===== src/rtl/tilt_line_sequencer_pkg.sv =====
// Shared encodings for the tilt line sequencer: FSM states, draw modes and
// the guard width used for signed endpoint arithmetic before clamping.
package tilt_line_sequencer_pkg;

  typedef enum logic [2:0] {
    ST_IDLE      = 3'd0,
    ST_SAMPLE    = 3'd1,
    ST_CLEAR     = 3'd2,
    ST_WAIT_CLR  = 3'd3,
    ST_LOAD      = 3'd4,
    ST_START     = 3'd5,
    ST_WAIT_DRAW = 3'd6,
    ST_NEXT      = 3'd7
  } state_t;

  typedef enum logic [1:0] {
    MODE_PARALLEL = 2'd0,
    MODE_ZIGZAG   = 2'd1,
    MODE_FAN      = 2'd2,
    MODE_RSVD     = 2'd3
  } mode_t;

  // Extra headroom bits so pivot + k*gap +/- scaled inc never wraps before clamping.
  localparam int CLAMP_GUARD_W = 4;

  localparam logic [7:0] DROP_MAX = 8'hFF;

endpackage


===== src/rtl/tilt_line_sequencer_seg_coord_calc.sv =====
// Combinational endpoint generator for one segment: offsets the segment row by
// the tilt-derived delta for the selected mode and clamps to the screen.
module seg_coord_calc
  import tilt_line_sequencer_pkg::*;
#(
  parameter int P_COORD_W  = 16,
  parameter int P_SCREEN_W = 640,
  parameter int P_SCREEN_H = 480,
  parameter int P_PIVOT_X  = 325,
  parameter int P_PIVOT_Y  = 200,
  parameter int P_HALF_LEN = 75,
  parameter int P_SEG_GAP  = 40
) (
  input  logic [2:0]           k,
  input  logic [15:0]          inc,
  input  logic [1:0]           mode,
  output logic [P_COORD_W-1:0] x0,
  output logic [P_COORD_W-1:0] y0,
  output logic [P_COORD_W-1:0] x1,
  output logic [P_COORD_W-1:0] y1
);

  localparam int CW = P_COORD_W + CLAMP_GUARD_W;

  localparam logic signed [CW-1:0] PIVOT_X  = CW'(P_PIVOT_X);
  localparam logic signed [CW-1:0] PIVOT_Y  = CW'(P_PIVOT_Y);
  localparam logic signed [CW-1:0] HALF_LEN = CW'(P_HALF_LEN);
  localparam logic signed [CW-1:0] SEG_GAP  = CW'(P_SEG_GAP);
  localparam logic signed [CW-1:0] X_MAX    = CW'(P_SCREEN_W - 1);
  localparam logic signed [CW-1:0] Y_MAX    = CW'(P_SCREEN_H - 1);
  localparam logic signed [CW-1:0] ONE      = CW'(1);

  function automatic logic [P_COORD_W-1:0] clamp(input logic signed [CW-1:0] v,
                                                 input logic signed [CW-1:0] hi);
    logic [P_COORD_W-1:0] r;
    if (v[CW-1])
      r = '0;
    else if (v > hi)
      r = hi[P_COORD_W-1:0];
    else
      r = v[P_COORD_W-1:0];
    return r;
  endfunction

  logic signed [CW-1:0] inc_w;
  logic signed [CW-1:0] k_w;
  logic signed [CW-1:0] d;
  logic signed [CW-1:0] base_y;

  always_comb begin
    inc_w = {{(CW-16){inc[15]}}, inc};
    k_w   = {{(CW-3){1'b0}}, k};
    d     = inc_w;
    case (mode_t'(mode))
      MODE_ZIGZAG: if (k[0]) d = -inc_w;
      MODE_FAN:    d = inc_w * (k_w + ONE);
      default:     d = inc_w;
    endcase
    base_y = PIVOT_Y + k_w * SEG_GAP;
    y0 = clamp(base_y + d, Y_MAX);
    y1 = clamp(base_y - d, Y_MAX);
    x0 = clamp(PIVOT_X - HALF_LEN, X_MAX);
    x1 = clamp(PIVOT_X + HALF_LEN, X_MAX);
  end

endmodule


===== src/rtl/tilt_line_sequencer.sv =====
// Per-frame sequencer: samples the tilt once per frame tick, clears the line
// drawer, then issues P_NUM_SEG segments with a start pulse each.
module tilt_line_sequencer
  import tilt_line_sequencer_pkg::*;
#(
  parameter int P_COORD_W  = 16,
  parameter int P_SCREEN_W = 640,
  parameter int P_SCREEN_H = 480,
  parameter int P_NUM_SEG  = 4,
  parameter int P_SHIFT    = 4,
  parameter int P_PIVOT_X  = 325,
  parameter int P_PIVOT_Y  = 200,
  parameter int P_HALF_LEN = 75,
  parameter int P_SEG_GAP  = 40
) (
  input  logic                 clk,
  input  logic                 rst,
  input  logic [15:0]          i_x_axis,
  input  logic [1:0]           i_mode,
  input  logic                 i_frame_tick,
  input  logic                 i_waiting,
  output logic                 o_clear,
  output logic                 o_start,
  output logic [P_COORD_W-1:0] o_x0,
  output logic [P_COORD_W-1:0] o_y0,
  output logic [P_COORD_W-1:0] o_x1,
  output logic [P_COORD_W-1:0] o_y1,
  output logic                 o_busy,
  output logic [2:0]           o_seg_idx,
  output logic [7:0]           o_drop_cnt,
  output logic [2:0]           o_state
);

  localparam logic [2:0] LAST_SEG = 3'(P_NUM_SEG - 1);

  state_t      state;
  logic [15:0] inc_q;
  logic [1:0]  mode_q;
  logic        draw_armed;

  logic [P_COORD_W-1:0] calc_x0, calc_y0, calc_x1, calc_y1;

  seg_coord_calc #(
    .P_COORD_W  (P_COORD_W),
    .P_SCREEN_W (P_SCREEN_W),
    .P_SCREEN_H (P_SCREEN_H),
    .P_PIVOT_X  (P_PIVOT_X),
    .P_PIVOT_Y  (P_PIVOT_Y),
    .P_HALF_LEN (P_HALF_LEN),
    .P_SEG_GAP  (P_SEG_GAP)
  ) u_calc (
    .k    (o_seg_idx),
    .inc  (inc_q),
    .mode (mode_q),
    .x0   (calc_x0),
    .y0   (calc_y0),
    .x1   (calc_x1),
    .y1   (calc_y1)
  );

  assign o_state = state;

  // Drawer handshake: i_waiting high means the drawer is idle and ready. o_clear
  // and o_start are single-cycle requests; the drawer acknowledges completion by
  // (re)asserting i_waiting. Right after o_start the drawer may still show the
  // stale idle flag, so the first WAIT_DRAW cycle never looks at i_waiting.
  always_ff @(posedge clk) begin
    if (rst) begin
      state      <= ST_IDLE;
      inc_q      <= '0;
      mode_q     <= '0;
      draw_armed <= 1'b0;
      o_clear    <= 1'b0;
      o_start    <= 1'b0;
      o_busy     <= 1'b0;
      o_seg_idx  <= '0;
      o_drop_cnt <= '0;
      o_x0       <= '0;
      o_y0       <= '0;
      o_x1       <= '0;
      o_y1       <= '0;
    end else begin
      o_clear <= 1'b0;
      o_start <= 1'b0;

      // o_busy is still high in the NEXT cycle that returns to IDLE, so a tick
      // landing there is dropped too.
      if (i_frame_tick && o_busy && (o_drop_cnt != DROP_MAX))
        o_drop_cnt <= o_drop_cnt + 8'd1;

      case (state)
        ST_IDLE: begin
          if (i_frame_tick) begin
            state  <= ST_SAMPLE;
            o_busy <= 1'b1;
          end
        end
        ST_SAMPLE: begin
          inc_q   <= 16'($signed(i_x_axis) >>> P_SHIFT);
          mode_q  <= i_mode;
          o_clear <= 1'b1;
          state   <= ST_CLEAR;
        end
        ST_CLEAR: begin
          state <= ST_WAIT_CLR;
        end
        ST_WAIT_CLR: begin
          if (i_waiting)
            state <= ST_LOAD;
        end
        ST_LOAD: begin
          o_x0    <= calc_x0;
          o_y0    <= calc_y0;
          o_x1    <= calc_x1;
          o_y1    <= calc_y1;
          o_start <= 1'b1;
          state   <= ST_START;
        end
        ST_START: begin
          draw_armed <= 1'b0;
          state      <= ST_WAIT_DRAW;
        end
        ST_WAIT_DRAW: begin
          if (!draw_armed)
            draw_armed <= 1'b1;
          else if (i_waiting)
            state <= ST_NEXT;
        end
        ST_NEXT: begin
          if (o_seg_idx == LAST_SEG) begin
            o_seg_idx <= '0;
            o_busy    <= 1'b0;
            state     <= ST_IDLE;
          end else begin
            o_seg_idx <= o_seg_idx + 3'd1;
            state     <= ST_LOAD;
          end
        end
        default: state <= ST_IDLE;
      endcase
    end
  end

endmodule


===== config.mk =====
export PLATFORM = sky130hd
export DESIGN_NAME = tilt_line_sequencer
export DESIGN_NICKNAME = d
export VERILOG_FILES = /design/src/rtl/tilt_line_sequencer_pkg.sv /design/src/rtl/tilt_line_sequencer_seg_coord_calc.sv /design/src/rtl/tilt_line_sequencer.sv
export SDC_FILE = /design/constraint.sdc
export NUM_CORES = 1
export LEC_CHECK = 0
export CAP_MARGIN = 20
export CORE_MARGIN = 1.5
export CORE_UTILIZATION = 30
export CTS_CLUSTER_SIZE = 10
export DETAILED_ROUTE_END_ITERATION = 8
export SYNTH_ARGS = -nofsm -noshare
export SYNTH_HDL_FRONTEND = slang
export SYNTH_SLANG_ARGS = --single-unit

===== constraint.sdc =====
create_clock -name clk -period 20.4 [get_ports clk]
set_input_delay 2.04 -clock clk [delete_from_list [all_inputs] [get_ports clk]]
set_output_delay 2.04 -clock clk [all_outputs]
set_load 0.03 [all_outputs]

Yosys cells after proc, flatten, opt, wreduce, memory -nomap -nowiden:

Index checks and enable logic that the tools add are counted.

* bits in registers: 66
* output and inout port bits: 81
* logic and storage cells: 66

* $add $sub $neg: 7
* multiply operators: 2
* magnitude comparators: 2
* eq/ne operators: 16
* muxes and demuxes: 19
* reductions and logical operators: 7

Operator list (count)
* $mux 16: 4
* $gt 20x10->1 const B: 2
* $pmux 20 s2: 1
* $pmux 3 s8: 1
* $add 20x20->20: 1
* $add 9x20->20 const A: 1
* $mux 20: 1
* $neg 12->20: 1
* $sub 20x20->20: 1
* $mux 3: 6
* $mul 12x5->17: 1
* $eq 3x3->1 const B: 4
* $ne 2x2->1 const B: 5
* $eq 3x2->1 const B: 3
* $add 8x1->8 const B: 1
* $ne 8x8->1 const B: 1
* $mul 3x3->6 const B: 1
* $add 3x1->4 const B: 1
* $mux 1: 4
* $pmux 1 s2: 2
* $reduce_and 4->1: 1
* $reduce_bool 2->1: 2
* $add 3x1->3 const B: 1
* $eq 3x1->1 const B: 1
* 5 further kinds: 6

Longest topological paths before layout:

Gate-level depths: netlist of run 1.

* word-level depth: 7
* gate-level depth with buffers: 28

Hierarchy:

A second synthesis of run 1 with hierarchy kept.

* cells, all modules: 1111
* area, all modules: 8653.3 um^2

By module, submodules not included
* seg_coord_calc: instances 1, cells each 674, area each 5037.3 um^2
* tilt_line_sequencer: instances 1, cells each 437, area each 3616.0 um^2

Worst setup path before layout of run 1:

OpenSTA, ideal clock, no wires.

* path kind: register to register
* from: register o_seg_idx[0]
* to: register o_y1[1]
* setup time: 122 ps
* data arrival time: 6564 ps
* setup slack: 13714 ps
* stages on the path, launching flop included: 27
* clock period less this slack: 6686 ps
* path through: dfxtp_1 ha_1 ha_1 clkbuf_1 nor2b_1 ha_1 fa_1 inv_1 fa_1 inv_1 ha_1 a21oi_1 o21ai_0 a31oi_1 xnor2_1 a22oi_1 o21ai_0 ha_1 inv_1 a21o_1 o31a_1 o311a_2 nand3b_1 or3b_1 mux2_4 o31a_4 a221o_1

* cells in the longest elaborated chain, start to end: 7

Ends and longest elaborated chain
* start: declaration: line tilt_line_sequencer.sv:29 `output logic [2:0] o_seg_idx,`
* start signal: assignment: line tilt_line_sequencer.sv:135 `o_seg_idx <= o_seg_idx + 3'd1;`
* $add 3x1->4: line tilt_line_sequencer_seg_coord_calc.sv:56 `MODE_FAN: d = inc_w * (k_w + ONE);`
* $mul 12x5->17: line tilt_line_sequencer_seg_coord_calc.sv:56
* $pmux 20 s2: line tilt_line_sequencer_seg_coord_calc.sv:54 `case (mode_t'(mode))`
* $sub 20x20->20 *: line tilt_line_sequencer_seg_coord_calc.sv:61 `y1 = clamp(base_y - d, Y_MAX);`
* $gt 20x10->1: line tilt_line_sequencer_seg_coord_calc.sv:38 `else if (v > hi)`
* $mux 16: line tilt_line_sequencer_seg_coord_calc.sv:38
* $mux 16 *: line tilt_line_sequencer_seg_coord_calc.sv:36 `if (v[CW-1])`
* end signal: assignment: line tilt_line_sequencer.sv:115 `o_y1 <= calc_y1;`
* end: declaration: line tilt_line_sequencer.sv:27 `output logic [P_COORD_W-1:0] o_y1,`

Every way passes the cells marked *; elsewhere a longest branch is shown, timed or not.
A chain may end at the register's enable or synchronous reset.

Worst setup path in the final report of run 1:

* from: register o_seg_idx[1]
* to: register o_y1[4]

The elaborated chain is that of the path after synthesis.

==> results of run 1 <==
per-stage QoR:
step	instance area [µm²]	total power, W	std cells
6_report	7576	0.0004079	1110
3_5_place_dp	7271	0.0002533	1094
5_1_grt	7576	0.0004315	1110
3_3_place_gp	7271	0.0002520	1094
2_1_floorplan	6531	0.0002291	810
4_1_cts	7576	0.0004121	1110
flip-flops by register name (all words and copies together), names as in the netlist:
signal,flops
o_start,1
o_seg_idx,3
mode_q,2
o_y0,16
o_y1,16
o_clear,1
inc_q,12
draw_armed,1
o_x1,1
o_drop_cnt,8
o_busy,1
o_state,3
kinds of logic after synthesis:
kind of cell,after synthesis,synth area share [%]
AOI/OAI and AO/OA,191,22.08
xor gates and xnor gates,34,4.618
adders and majority gates,84,19.32
buffers and inverters,144,10.34
DFF,65,20.18
muxes,8,1.358
other,1,0.05815
and+or+nand+nor,261,22.04
routing by layer:
layer	share of wire, %	vias up	GRT usage (%)	wire [µm]
li1	-	2789	-	-
met1	51	2605	21.12	8094
met2	44	135	22.00	6928
met3	4.6	16	2.835	726
met4	1.1	0	2.624	174
met5	0	-	0	0
critical path, delay by kind of cell, from the launching register on:
family	cells	cell delay (ps)
adders and majority gates	7	3000
AOI/OAI and AO/OA	12	2570
and+or+nand+nor	2	450
DFF	1	360
muxes	1	280
buffers and inverters	3	240
xor gates and xnor gates	1	180
worst paths after layout:
kind / start / end / slack (ps) / cells past startpoint
worst max-delay path: o_seg_idx[1]$_SDFFE_PP0P_ / o_y1[4]$_SDFFE_PP0P_ / 13210 / 26
worst min-delay path: o_y0[12]$_SDFFE_PP0P_ / o_y0[12]$_SDFFE_PP0P_ / 460 / 1
worst max register to register: o_seg_idx[1]$_SDFFE_PP0P_ / o_y1[4]$_SDFFE_PP0P_ / 13210 / 26
worst min register to register: o_y0[12]$_SDFFE_PP0P_ / o_y0[12]$_SDFFE_PP0P_ / 460 / 1
placed cells by master, fill, tap and decap left out, types with 8 or more instances in the layout:
cell | Yosys | layout
nand2_1 | 62 | 62
and3_1 | 8 | 8
fa_1 | 26 | 26
ha_1 | 58 | 58
o21ai_0 | 22 | 22
nor2b_1 | 12 | 12
clkbuf_16 | 0 | 9
a221o_1 | 10 | 10
nand3_1 | 11 | 11
a21oi_1 | 51 | 50
conb_1 | 1 | 23
nor3_1 | 15 | 15
nand4_1 | 14 | 14
nor2_1 | 48 | 48
dfxtp_1 | 65 | 65
and2_1 | 40 | 40
inv_1 | 73 | 73
a21o_1 | 11 | 11
xor2_1 | 12 | 12
xnor2_1 | 22 | 22
clkdlybuf4s50_1 | 0 | 75
nand2b_1 | 8 | 8
a22o_1 | 9 | 9
final cells by class:
type	instances	area [µm²]
Clock buffer	10	239.0
Clock inverter	6	66.31
Fill cell	2170	13450
Inverter	74	277.8
Multi-Input combinational cell	601	4567
Sequential cell	65	1301
Tap cell	275	344.1
Timing Repair Buffer	79	780.7
power groups by stage:
stage          Clock, W  Combinational (W)  Sequential (W)
2_1_floorplan         0          0.0000897        0.000139
3_3_place_gp          0           0.000112        0.000140
3_5_place_dp          0           0.000113        0.000140
4_1_cts        0.000161           0.000113        0.000137
5_1_grt        0.000168           0.000126        0.000138
6_report       0.000156           0.000114        0.000138
==> results.tsv, run 1 <==
stage	metric	value	unit
setup_path	Setup crit end kind	flip-flop	
timing	Final Cycle Share	35.24	%
timing	Max Transition Viols Final	0	
setup_path	WP data required	20620	ps
timing	Worst slew margin	36.34	%
clock_tree	worst skew pair latency	330	ps
timing	Fin Setup TNS	0	ps
setup_path	Worst setup SP type	flip-flop	
cells_and_area	area growth from synthesis to layout	17.48	%
power	Comb power frac	27.9	%
timing	Highest Clock Rate	0.1391	GHz
clock_tree	Sink Count	65	
power	switching part of the total	33.21	%
timing	fin crit period	7188	ps
logic_synthesis	Yosys top cell area share	20.18	%
timing	Final Hold Slack	456.4	ps
power	clock power share	38.3	%
timing	Final Hold Vio Count	0	
floorplan	Die Height	149.6	µm
timing	clk_skew	8.892	ps
setup_path	Worst path slowest cell	ha_1	
timing	worst setup margin	13210	ps
clock_tree	Num CTS Buffers	9	
placed_design	number of port buffers	75	
timing	RSZ-0062 raised after global routing	false	
logic_synthesis	Synth area leaders	dfxtp_1 (20%), ha_1 (11%), fa_1 (8.1%), inv_1 (4.2%), a21oi_1 (4.0%)	
logic_synthesis	synth warn	0	
cells_and_area	ANT cells	0	
logic_synthesis	Post-Syn Instances	788	
placed_design	pre-CTS WS	13230	ps
timing	measured slew at the worst slew-check pin	952.9	ps
routing	WL per Instance	14.35	µm
floorplan	Die Span X	149.6	µm
logic_synthesis	area leader, netlist	dfxtp_1	
floorplan	Starting Density	30.68	%
power	Net Switching	0.0001355	W
clock_tree	hold_buf cts	0	
run	Max Cap Violations	0	
setup_path	crit-path max FO	12	
clock_tree	Max Root-Sink Buffers	2	
routing	Routed WL	15920	µm
setup_path	critical path type	flip-flop to flip-flop	
logic_synthesis	Most used DFF post-synth	dfxtp_1	
cells_and_area	final core utilization	36.04	%
floorplan	row count	53	
floorplan	core area	21020	µm²
clock_tree	Reg clk slew, reported paths	50	ps
grt	initial antenna violation count	0	
setup_path	Worst path max stage delay	580	ps
placed_design	Detail Placement HPWL	12440	µm
routing	via/cell ratio	4.995	
setup_path	WP data arrival	7410	ps
logic_synthesis	synth unique cells	86	
floorplan	Top Ports	103	
logic_synthesis	FF+latch count, synth	65	
routing	DR iter-0 viols	437	
status	status	finished, final reports clean	
logic_synthesis	Avg Cell Area, Syn	8.184	µm²
clock_tree	post-CTS setup buffer count	0	
setup_path	CP dominant cell by count	ha_1	
placed_design	RD Place Congestion	0.8906	
power	Int Power	0.0002725	W
grt	first-pass GRT wire length	26260	µm
clock_tree	CTS tree	yes	
logic_synthesis	most frequent cells after synthesis	inv_1 (73), dfxtp_1 (65), nand2_1 (62)	
routing	via count	5545	
logic_synthesis	asr flop ratio synth	0	%
power	Static Leakage	3.233	nW
worst_hold_path	min-delay worst type	flip-flop to flip-flop	
grt	largest net degree at the start of global routing	35	
clock_tree	Clock H-tree levels	3	
cells_and_area	layout cells sized above 1	5.509	%
logic_synthesis	post-synthesis sequential area ratio	20.18	%
clock_tree	post-CTS sizing	0	
logic_synthesis	mapped cell area	6449	µm²
power	Pwr Density	53.85	nW/µm²
grt	Total Routing Usage GR	14.46	%
routing	Routed Antenna Nets	0	
routing	Initial DRT Pass Iterations	5	
clock_tree	CTS root buf	clkbuf_16	
logic_synthesis	number of synthesized flops with an enable pin	0	
cells_and_area	NumNets Final	936	
floorplan	Die ar.	22380	µm²
power	sequential share of power	33.7	%
routing	DRC Markers	0	
grt	vias in the first global route	5171	
timing	count of final setup violators	0	
grt	gr ovfl total	0	
power	peak supply drop	0.04003	mV
logic_synthesis	top-count cell post-synth	inv_1	
Note: power is estimated with default switching activity, not from simulation.
==> inputs of run 2 (changes only) <==
==> constraint.sdc (replaced) <==
create_clock -name clk -period 6.9 [get_ports clk]
set_input_delay 0.69 -clock clk [delete_from_list [all_inputs] [get_ports clk]]
set_output_delay 0.69 -clock clk [all_outputs]
set_load 0.03 [all_outputs]
==> run 2 against run 1 <==
Global-route usage is 0.081 points lower. Design area is 1.8% higher. Clock-buffer cell count stayed put. Non-clock buffer count is 11 higher. Wire length hardly changed. Sequential cell count stayed put. Maximum frequency is 9.6% higher. First-iteration DRC count is 19% lower.
==> results.tsv, run 2 (synthesized netlist as in run 1, its figures left out) <==
stage	metric	value	unit	change
status	status	finished, final reports clean		
clock_tree	CTS root buf	clkbuf_16		
placed_design	Cells after DPL	1105		+1.0%
power	Pwr Density	159.6	nW/µm²	+200%
clock_tree	Num CTS Buffers	9		unchanged
timing	RSZ-0062 raised after global routing	false		
placed_design	number of port buffers	75		unchanged
grt	initial antenna violation count	0		unchanged
power	sequential share of power	33.1	%	-0.6 points
floorplan	Starting Density	30.68	%	unchanged
routing	Initial DRT Pass Iterations	5		unchanged
routing	via count	5595		+0.90%
placed_design	Detail Placement HPWL	12550	µm	+0.90%
floorplan	Die Span X	149.6	µm	unchanged
timing	Max Transition Viols Final	0		unchanged
setup_path	Setup crit end kind	flip-flop		
grt	Total Routing Usage GR	14.38	%	-0.081 points
floorplan	row count	53		unchanged
power	switching part of the total	32.18	%	-1.0 points
timing	worst setup margin	339.9	ps	-12,870 ps
placed_design	pre-CTS WS	91.78	ps	-13,140 ps
floorplan	core area	21020	µm²	unchanged
timing	Worst slew margin	35.22	%	-1.1 points
timing	Final Hold Vio Count	0		unchanged
timing	Highest Clock Rate	0.1524	GHz	+9.6%
routing	Routed Antenna Nets	0		unchanged
setup_path	Worst path max stage delay	530	ps	-50 ps
grt	gr ovfl total	0		unchanged
cells_and_area	layout cells sized above 1	7.801	%	+2.3 points
floorplan	Top Ports	103		unchanged
power	clock power share	39.1	%	+0.8 points
routing	Routed WL	15920	µm	about the same
timing	measured slew at the worst slew-check pin	963.5	ps	+10.64 ps
timing	Final Cycle Share	95.07	%	+60 points
grt	first-pass GRT wire length	26450	µm	+0.71%
cells_and_area	fin cells	1121		+0.99%
grt	vias in the first global route	5259		+1.7%
routing	DRC Markers	0		unchanged
cells_and_area	most frequent cells in the layout	clkdlybuf4s50_1 (75), inv_1 (73), dfxtp_1 (65)		
setup_path	Worst path slowest cell	fa_1		
power	peak supply drop	0.1176	mV	+190%
power	Static Leakage	3.300	nW	+2.1%
floorplan	Die ar.	22380	µm²	unchanged
setup_path	CP dominant cell by count	ha_1		
timing	count of final setup violators	0		unchanged
cells_and_area	Top Registers	o_y0: 16 flops, o_y1: 16 flops, inc_q: 12 flops		
run	Max Cap Violations	0		unchanged
setup_path	critical path type	flip-flop to flip-flop		
cells_and_area	NumNets Final	947		+1.2%
grt	largest net degree at the start of global routing	35		unchanged
power	Comb power frac	27.8	%	about the same
cells_and_area	ANT cells	0		unchanged
clock_tree	Clock H-tree levels	3		unchanged
setup_path	WP data arrival	6770	ps	-640 ps
routing	via/cell ratio	4.991		about the same
setup_path	Worst setup SP type	flip-flop		
placed_design	RD Place Congestion	0.8750		-1.8%
clock_tree	worst skew pair latency	330	ps	about the same
clock_tree	Max Root-Sink Buffers	2		unchanged
worst_hold_path	min-delay worst type	flip-flop to flip-flop		
timing	Final Hold Slack	455.9	ps	-0.5670 ps
cells_and_area	# fillers	2216		+2.1%
clock_tree	Sink Count	65		unchanged
routing	DR iter-0 viols	352		-19%
cells_and_area	area growth from synthesis to layout	19.56	%	
clock_tree	CTS tree	yes		
timing	clk_skew	6.453	ps	-2.438 ps
routing	WL per Instance	14.20	µm	-0.99%
timing	Fin Setup TNS	0	ps	unchanged
clock_tree	Reg clk slew, reported paths	50	ps	about the same
floorplan	Die Height	149.6	µm	unchanged
timing	fin crit period	6560	ps	-628.3 ps
cells_and_area	commonest non-fill, non-tap cell in the layout	clkdlybuf4s50_1		
setup_path	crit-path max FO	8		-4
power	Net Switching	0.0003960	W	+190%
power	Int Power	0.0008344	W	+210%
setup_path	WP data required	7110	ps	-13,510 ps
run 2: cell count changes in the layout (fill, tap and decap cells not counted), sizes merged:
cell	before	now
clkinv	1	3
buf	4	15
inv	75	74
bufinv	1	2
clkinvlp	3	1
run 2: worst paths after layout:
path	from	to	slack [ps]	cells after the start
worst min-delay path	o_y1[12]$_SDFFE_PP0P_	o_y1[12]$_SDFFE_PP0P_	460	1
worst max-delay path	o_seg_idx[0]$_SDFFE_PP0P_	o_y1[6]$_SDFFE_PP0P_	340	26
worst max register to register	o_seg_idx[0]$_SDFFE_PP0P_	o_y1[6]$_SDFFE_PP0P_	340	26
worst min register to register	o_y1[12]$_SDFFE_PP0P_	o_y1[12]$_SDFFE_PP0P_	460	1
run 2: power by group through the flow:
stage | combinational (W) | sequential [W] | clock [W]
finish | 0.000343 | 0.000407 | 0.000481
global route | 0.000376 | 0.000409 | 0.000505
CTS | 0.000339 | 0.000406 | 0.000492
detailed placement | 0.000338 | 0.000414 | 0
global placement | 0.000335 | 0.000414 | 0
floorplan | 0.000265 | 0.000412 | 0
run 2: metal layers:
layer,global-route usage (%),up-vias,share of wire (%)
met5,0,-,0
met4,2.129,0,0.53
met3,2.195,10,3.3
met2,22.26,98,44
met1,21.26,2675,52
li1,-,2812,-
run 2: final cells by class:
class	instances	area (µm²)	area share, %
Tap cell	275	344.1	4.463
Inverter	74	277.8	3.603
Sequential cell	65	1301	16.88
Timing Repair Buffer	90	863.3	11.20
Clock inverter	6	82.58	1.071
Clock buffer	10	229.0	2.970
Multi-Input combinational cell	601	4612	59.82
run 2: metrics by stage:
step / total power [W] / area, µm² / utilization [%]
floorplan: 0.0006774 / 6531 / -
global placement: 0.0007491 / 7353 / 34.98
detailed placement: 0.0007520 / 7353 / 34.98
CTS: 0.001238 / 7665 / 36.46
global route: 0.001290 / 7710 / 36.68
finish: 0.001230 / 7710 / 36.68
run 2: worst max-delay path: cells and delay by family, from the launching register on:
| family | cells | cell delay, ps |
|---|---|---|
| fa+ha+maj | 7 | 2690 |
| compound gates | 12 | 2340 |
| simple gates | 2 | 430 |
| flops | 1 | 320 |
| mux | 1 | 280 |
| buf+inv | 3 | 230 |
| xor+xnor | 1 | 170 |
run 2: repair_timing:
action                                  4_1_cts  5_1_grt
setup buffers                                 0        0
resized for setup                             0       13
hold endpoints to repair                      0        0
hold buffers                                  0        0
endpoints found under the setup margin        0       16
